`src/rtl/cordic_vectoring_if.sv`:
```
// Start/busy/done handshake and operand/result bus for the CORDIC vectoring unit.
interface cordic_vectoring_if #(
  parameter int unsigned SZ = 16
);
  logic                 start;
  logic signed [SZ-1:0] x_in;
  logic signed [SZ-1:0] y_in;
  logic                 busy;
  logic                 done;
  logic [31:0]          angle;
  logic [SZ:0]          magnitude;

  modport master (
    output start, x_in, y_in,
    input  busy, done, angle, magnitude
  );

  modport slave (
    input  start, x_in, y_in,
    output busy, done, angle, magnitude
  );
endinterface

```
`src/rtl/cordic_vectoring.sv`:
```
// Iterative vectoring-mode CORDIC: (x, y) -> atan2 as a 32-bit binary angle
// plus the gain-scaled magnitude. One micro-rotation per clock.
module cordic_vectoring #(
  parameter int unsigned SZ   = 16,
  parameter int unsigned ITER = 16
) (
  input logic               clock,
  input logic               reset,
  cordic_vectoring_if.slave bus
);

  localparam int unsigned W  = SZ + 2;
  localparam int unsigned CW = 5;
  localparam int unsigned AW = 32;
  localparam int unsigned MW = SZ + 1;

  typedef enum logic [1:0] {IDLE, ITERATE, DONE} state_t;

  state_t               state_q, state_d;
  logic signed [W-1:0]  x_q, x_d;
  logic signed [W-1:0]  y_q, y_d;
  logic [AW-1:0]        z_q, z_d;
  logic [CW-1:0]        cnt_q, cnt_d;
  logic                 zero_q, zero_d;
  logic                 busy_q, busy_d;
  logic                 done_q, done_d;
  logic [AW-1:0]        angle_q, angle_d;
  logic [MW-1:0]        mag_q, mag_d;

  logic signed [W-1:0]  x_ext_c, y_ext_c;
  logic signed [W-1:0]  x_sh_c, y_sh_c;
  logic signed [W-1:0]  x_rot_c, y_rot_c;
  logic [AW-1:0]        z_rot_c;
  logic [MW-1:0]        mag_sat_c;

  // Arctangent table, atan(2^-i) in binary-angle units.
  function automatic logic [AW-1:0] atan_lut(input logic [CW-1:0] i);
    case (i)
      5'd0:    atan_lut = 32'h2000_0000;
      5'd1:    atan_lut = 32'h12E4_051E;
      5'd2:    atan_lut = 32'h09FB_385B;
      5'd3:    atan_lut = 32'h0511_11D4;
      5'd4:    atan_lut = 32'h028B_0D43;
      5'd5:    atan_lut = 32'h0145_D7E1;
      5'd6:    atan_lut = 32'h00A2_F61E;
      5'd7:    atan_lut = 32'h0051_7C55;
      5'd8:    atan_lut = 32'h0028_BE53;
      5'd9:    atan_lut = 32'h0014_5F2F;
      5'd10:   atan_lut = 32'h000A_2F98;
      5'd11:   atan_lut = 32'h0005_17CC;
      5'd12:   atan_lut = 32'h0002_8BE6;
      5'd13:   atan_lut = 32'h0001_45F3;
      5'd14:   atan_lut = 32'h0000_A2FA;
      5'd15:   atan_lut = 32'h0000_517D;
      default: atan_lut = 32'h0000_0000;
    endcase
  endfunction

  // Operand sign extension; two guard bits let -2^(SZ-1) negate cleanly.
  always_comb begin
    x_ext_c = {{2{bus.x_in[SZ-1]}}, bus.x_in};
    y_ext_c = {{2{bus.y_in[SZ-1]}}, bus.y_in};
  end

  // One micro-rotation driving y toward zero, plus magnitude saturation.
  always_comb begin
    x_sh_c = x_q >>> cnt_q;
    y_sh_c = y_q >>> cnt_q;
    if (y_q[W-1]) begin
      x_rot_c = x_q - y_sh_c;
      y_rot_c = y_q + x_sh_c;
      z_rot_c = z_q - atan_lut(cnt_q);
    end else begin
      x_rot_c = x_q + y_sh_c;
      y_rot_c = y_q - x_sh_c;
      z_rot_c = z_q + atan_lut(cnt_q);
    end
    mag_sat_c = x_rot_c[W-1] ? {MW{1'b1}} : x_rot_c[MW-1:0];
  end

  // Next-state and registered-output logic.
  always_comb begin
    state_d = state_q;
    x_d     = x_q;
    y_d     = y_q;
    z_d     = z_q;
    cnt_d   = cnt_q;
    zero_d  = zero_q;
    busy_d  = busy_q;
    done_d  = 1'b0;
    angle_d = angle_q;
    mag_d   = mag_q;

    case (state_q)
      IDLE, DONE: begin
        state_d = IDLE;
        busy_d  = 1'b0;
        if (bus.start) begin
          state_d = ITERATE;
          busy_d  = 1'b1;
          cnt_d   = '0;
          zero_d  = (bus.x_in == '0) && (bus.y_in == '0);
          if (bus.x_in[SZ-1]) begin
            x_d = -x_ext_c;
            y_d = -y_ext_c;
            z_d = 32'h8000_0000;
          end else begin
            x_d = x_ext_c;
            y_d = y_ext_c;
            z_d = '0;
          end
        end
      end
      ITERATE: begin
        x_d   = x_rot_c;
        y_d   = y_rot_c;
        z_d   = z_rot_c;
        cnt_d = cnt_q + CW'(1);
        if (cnt_q == CW'(ITER - 1)) begin
          state_d = DONE;
          busy_d  = 1'b0;
          done_d  = 1'b1;
          angle_d = zero_q ? '0 : z_rot_c;
          mag_d   = zero_q ? '0 : mag_sat_c;
        end
      end
      default: begin
        state_d = IDLE;
        busy_d  = 1'b0;
      end
    endcase
  end

  // State and datapath registers with synchronous reset.
  always_ff @(posedge clock) begin
    if (reset) begin
      state_q <= IDLE;
      x_q     <= '0;
      y_q     <= '0;
      z_q     <= '0;
      cnt_q   <= '0;
      zero_q  <= 1'b0;
      busy_q  <= 1'b0;
      done_q  <= 1'b0;
      angle_q <= '0;
      mag_q   <= '0;
    end else begin
      state_q <= state_d;
      x_q     <= x_d;
      y_q     <= y_d;
      z_q     <= z_d;
      cnt_q   <= cnt_d;
      zero_q  <= zero_d;
      busy_q  <= busy_d;
      done_q  <= done_d;
      angle_q <= angle_d;
      mag_q   <= mag_d;
    end
  end

  assign bus.busy      = busy_q;
  assign bus.done      = done_q;
  assign bus.angle     = angle_q;
  assign bus.magnitude = mag_q;

endmodule

```
`src/flat_wrapper.sv`:
```
// flat-port wrapper written by rule: the top's interface ports become plain ports
module cordic_vectoring_flat 
#(
  parameter int unsigned SZ   = 16,
  parameter int unsigned ITER = 16
)
  (clock, reset, bus_start, bus_x_in, bus_y_in, bus_busy, bus_done, bus_angle, bus_magnitude);
  cordic_vectoring_if #(.SZ(SZ)) bus_i ();
  input logic clock;
  input logic reset;
  input wire logic [$bits(bus_i.start)-1:0] bus_start;
  input wire logic [$bits(bus_i.x_in)-1:0] bus_x_in;
  input wire logic [$bits(bus_i.y_in)-1:0] bus_y_in;
  output wire logic [$bits(bus_i.busy)-1:0] bus_busy;
  output wire logic [$bits(bus_i.done)-1:0] bus_done;
  output wire logic [$bits(bus_i.angle)-1:0] bus_angle;
  output wire logic [$bits(bus_i.magnitude)-1:0] bus_magnitude;
  assign bus_i.start = bus_start;
  assign bus_i.x_in = bus_x_in;
  assign bus_i.y_in = bus_y_in;
  assign bus_busy = bus_i.busy;
  assign bus_done = bus_i.done;
  assign bus_angle = bus_i.angle;
  assign bus_magnitude = bus_i.magnitude;
  cordic_vectoring #(.SZ(SZ), .ITER(ITER)) u_core (.clock(clock), .reset(reset), .bus(bus_i));
endmodule
```
`config.mk`:
```
export PLATFORM = sky130hd
export DESIGN_NAME = cordic_vectoring_flat
export DESIGN_NICKNAME = d
export VERILOG_FILES = /design/src/rtl/cordic_vectoring_if.sv /design/src/rtl/cordic_vectoring.sv /design/src/flat_wrapper.sv
export SDC_FILE = /design/constraint.sdc
export NUM_CORES = 1
export LEC_CHECK = 0
export BUFFER_PORTS_ARGS = -buffer_cell sky130_fd_sc_hd__buf_2
export CAP_MARGIN = 20
export CORE_MARGIN = 5
export CORE_UTILIZATION = 56
export DETAILED_ROUTE_END_ITERATION = 8
export MAX_ROUTING_LAYER = met4
export PLACE_DENSITY = 0.82
export SETUP_SLACK_MARGIN = 0.3
export SLEW_MARGIN = 10
export SYNTH_ARGS = -nofsm -noshare
export SYNTH_HDL_FRONTEND = slang
export SYNTH_SLANG_ARGS = --single-unit
```
`constraint.sdc`:
```
create_clock -name clock -period 6.9 [get_ports clock]
set_clock_uncertainty 0.05 [all_clocks]
set_input_delay 0.69 -clock clock [delete_from_list [all_inputs] [get_ports clock]]
set_output_delay 0.69 -clock clock [all_outputs]
set_load 0.02 [all_outputs]
```
==> out/qor.csv <==
metric;value;unit
Max Freq;0.165;GHz
largest net degree at the start of global routing;51;
Root Driver;clkbuf_16;
Worst Path Buf+Inv;2;
HPWL Detailed;29.8;mm
synth top area cells;dfxtp_1, ha_1, nor2_1;
area share of and/or/nand/nor cells after synthesis;0.193;
CP Cell Sequence;buf_12 -> nor4_2 -> mux2i_1 -> inv_1 -> a222oi_1 -> and2_1 -> ha_1 -> o211a_1 -> and2_1 -> nor2_1 -> o21ai_0 -> ha_1 -> and3_1 -> and3_1 -> a2111oi_0 -> nor2_1 -> o41ai_2 -> o21ai_0 -> xor2_2 -> xnor2_1 -> and2_2 -> a221o_1;
top cell type's share of synthesized area;0.236;
Fillers;2087;
design area;14400;um2
core area;23400;um2
final critical-path required period;6.05;ns
dpl cells;1999;
Netlist cell types;92;
deepest clock path buffer count;2;
RSZ-0062 raised after global routing;no;
Post-DRT Antenna Nets;0;
First-pass DRT Iterations;6;
Power Total;4.98;mW
register area;3130;um2
Reg2Reg Depth;22;
Slew @ Worst Pin;0.902;ns
register area share after synthesis;0.236;
Setup Buffers After CTS;0;
drt wl/cell;20.1;um
multiplexer share of the synthesized area;0.0838;
Yosys Warn Count;0;
Final Instance Count excl. Fillers;2033;
fin. max-slew vios;0;
Netlist Area Pre-Place;13300;um2
Seq cells post-synth;156;
Peak supply drop;0.000236;V
Ant. Diodes;0;
fin crit share;0.877;
final WL;40.8;mm
I/O Pins;86;
Post-Synth XOR/XNOR Area;0.0822;
CTS H-tree lvls;4;
initial DRC count;1426;
I/O Buffers;85;
CP top delay family;compound AO/OA/AOI/OAI gates;
Leak;6.22;nW
Hold Slack;0.414;ns
reg2reg setup slack;0.85;ns
syn_nets;1781;
Post-CTS Hold Buffers;0;
Rows;56;
CP Max Fanout;26;
status;completed;
final hold vios;0;
Initial Utilization;0.566;
Data arrival, critical path;6.32;ns
dominant synthesized flop cell;dfxtp_1;
vias in the first global route;12300;
Sink Count;156;
hold path endpoint;u_core.bus.angle[19];
fraction of layout cells with a size suffix above 1;0.134;
Total GRT Usage;0.307;
final setup violation count;0;
nets@finish;1818;
worst hold start;u_core.bus.angle[19];
Max-cap violations;0;
crit path launch type;flop;
RR Startpoint;u_core.cnt_q[2];
Synth Area in Compound Gates;0.273;
worst skew pair latency;0.43;ns
CP endpoint kind;flop;
RR Endpoint;u_core.bus.magnitude[8];
hold path depth;2;
via/cell ratio;6.47;
Post-synth EDFFs;0;
adder-cell share of the synthesized area;0.0791;
most frequent cell after synthesis;nor2_1;
initial antenna violation count;0;
area added between synthesis and finish;9.05;%
GP Congestion;1.02;
commonest cells in the netlist;nor2_1, dfxtp_1, nand2_1;
clock slew at reported path FFs;0.07;ns
multi-input logic area;9460;um2
Critical Path RT;7.17;ns
main combinational cell family by area after synthesis;compound AO/OA/AOI/OAI gates;
setup TNS;0;ns
Chip Width;164;um
TritonCTS clock tree;yes;
crit path kind;flop to flop;
DRC;0;
critical path depth;22;
via count;13200;
gr ovfl total;0;
top cell type by total area after synthesis;dfxtp_1;
Syn Inst Count;1664;
die height;164;um
Post-synth ARST share;0;
CP peak stage delay;0.49;ns
crit path max-delay cell type;dfxtp_2;
CTS buffer count;17;
Worst slew margin;0.390;
power per cell area;345;nW/um2
HP Class;flop to flop;
post-CTS resize count;0;
first-pass GRT wire length;64.7;mm
Syn Area/Cell;7.96;um2
DP Area;13800;um2
die area;26800;um2
[power by group]
part           switching (mW)  internal [mW]
Sequential              0.199          0.995
Combinational            1.67           1.16
Clock                   0.413          0.542
Total                    2.28           2.70
[per-stage QoR]
stage           util  worst slack [ns]
5_1_grt        0.617             0.359
3_5_place_dp   0.591             0.788
2_1_floorplan      -              1.46
4_1_cts        0.616             0.758
3_3_place_gp   0.591             0.884
6_report       0.617             0.851
[layer usage]
layer,share of wire,GRT usage
met5,0,-
met1,0.41,0.383
met2,0.48,0.503
met4,0.043,0.119
met3,0.075,0.0494
[tightest hold or removal path: cells and delay by family, from the launching register on]
| kind | cells | cell delay (ns) |
|---|---|---|
| AOI/OAI and AO/OA | 1 | 0.05 |
| and+or+nand+nor | 1 | 0.05 |
| DFF | 1 | 0.32 |
[worst max-delay path by stage]
stage                     slack (ns)                  endpoint            start
after global routing            0.36            u_core.y_q[17]  u_core.cnt_q[1]
after CTS                       0.76   u_core.bus.magnitude[8]  u_core.cnt_q[2]
after global placement          0.88  u_core.bus.magnitude[14]  u_core.cnt_q[2]
after floorplan                 1.46  u_core.bus.magnitude[10]  u_core.cnt_q[1]
after detailed placement        0.79   u_core.bus.magnitude[8]  u_core.cnt_q[2]
final                           0.85   u_core.bus.magnitude[8]  u_core.cnt_q[2]
[layout make-up]
type / instances / share of cell area
multi-input cells: 1364 / 0.655
flip-flops and latches: 156 / 0.216
clock inverters: 14 / 0.0112
clock buffers: 18 / 0.0297
well taps: 319 / 0.0276
repair buffers: 121 / 0.0495
inverters: 41 / 0.0107
[cells in the final DEF, fill, tap and decap left out, types with 20 or more instances in the layout]
cell	n
ha_1	79
a21o_1	27
xor2_1	59
a31oi_1	21
nor2b_1	20
nand2_1	139
a211oi_1	32
mux2i_1	30
mux2_2	20
o22ai_1	20
a22o_1	25
dfxtp_1	152
nand3_1	27
buf_4	34
a21oi_1	129
nor2_1	223
xnor2_1	61
inv_1	39
a22oi_1	44
nor3_1	29
o21ai_0	84
buf_2	85
[cell families after synthesis]
family / after synthesis
AOI/OAI and AO/OA: 531
xor gates and xnor gates: 122
adders and majority gates: 82
buffers and inverters: 144
DFF: 156
muxes: 75
and+or+nand+nor: 554
(Power assumes the default switching activity.)
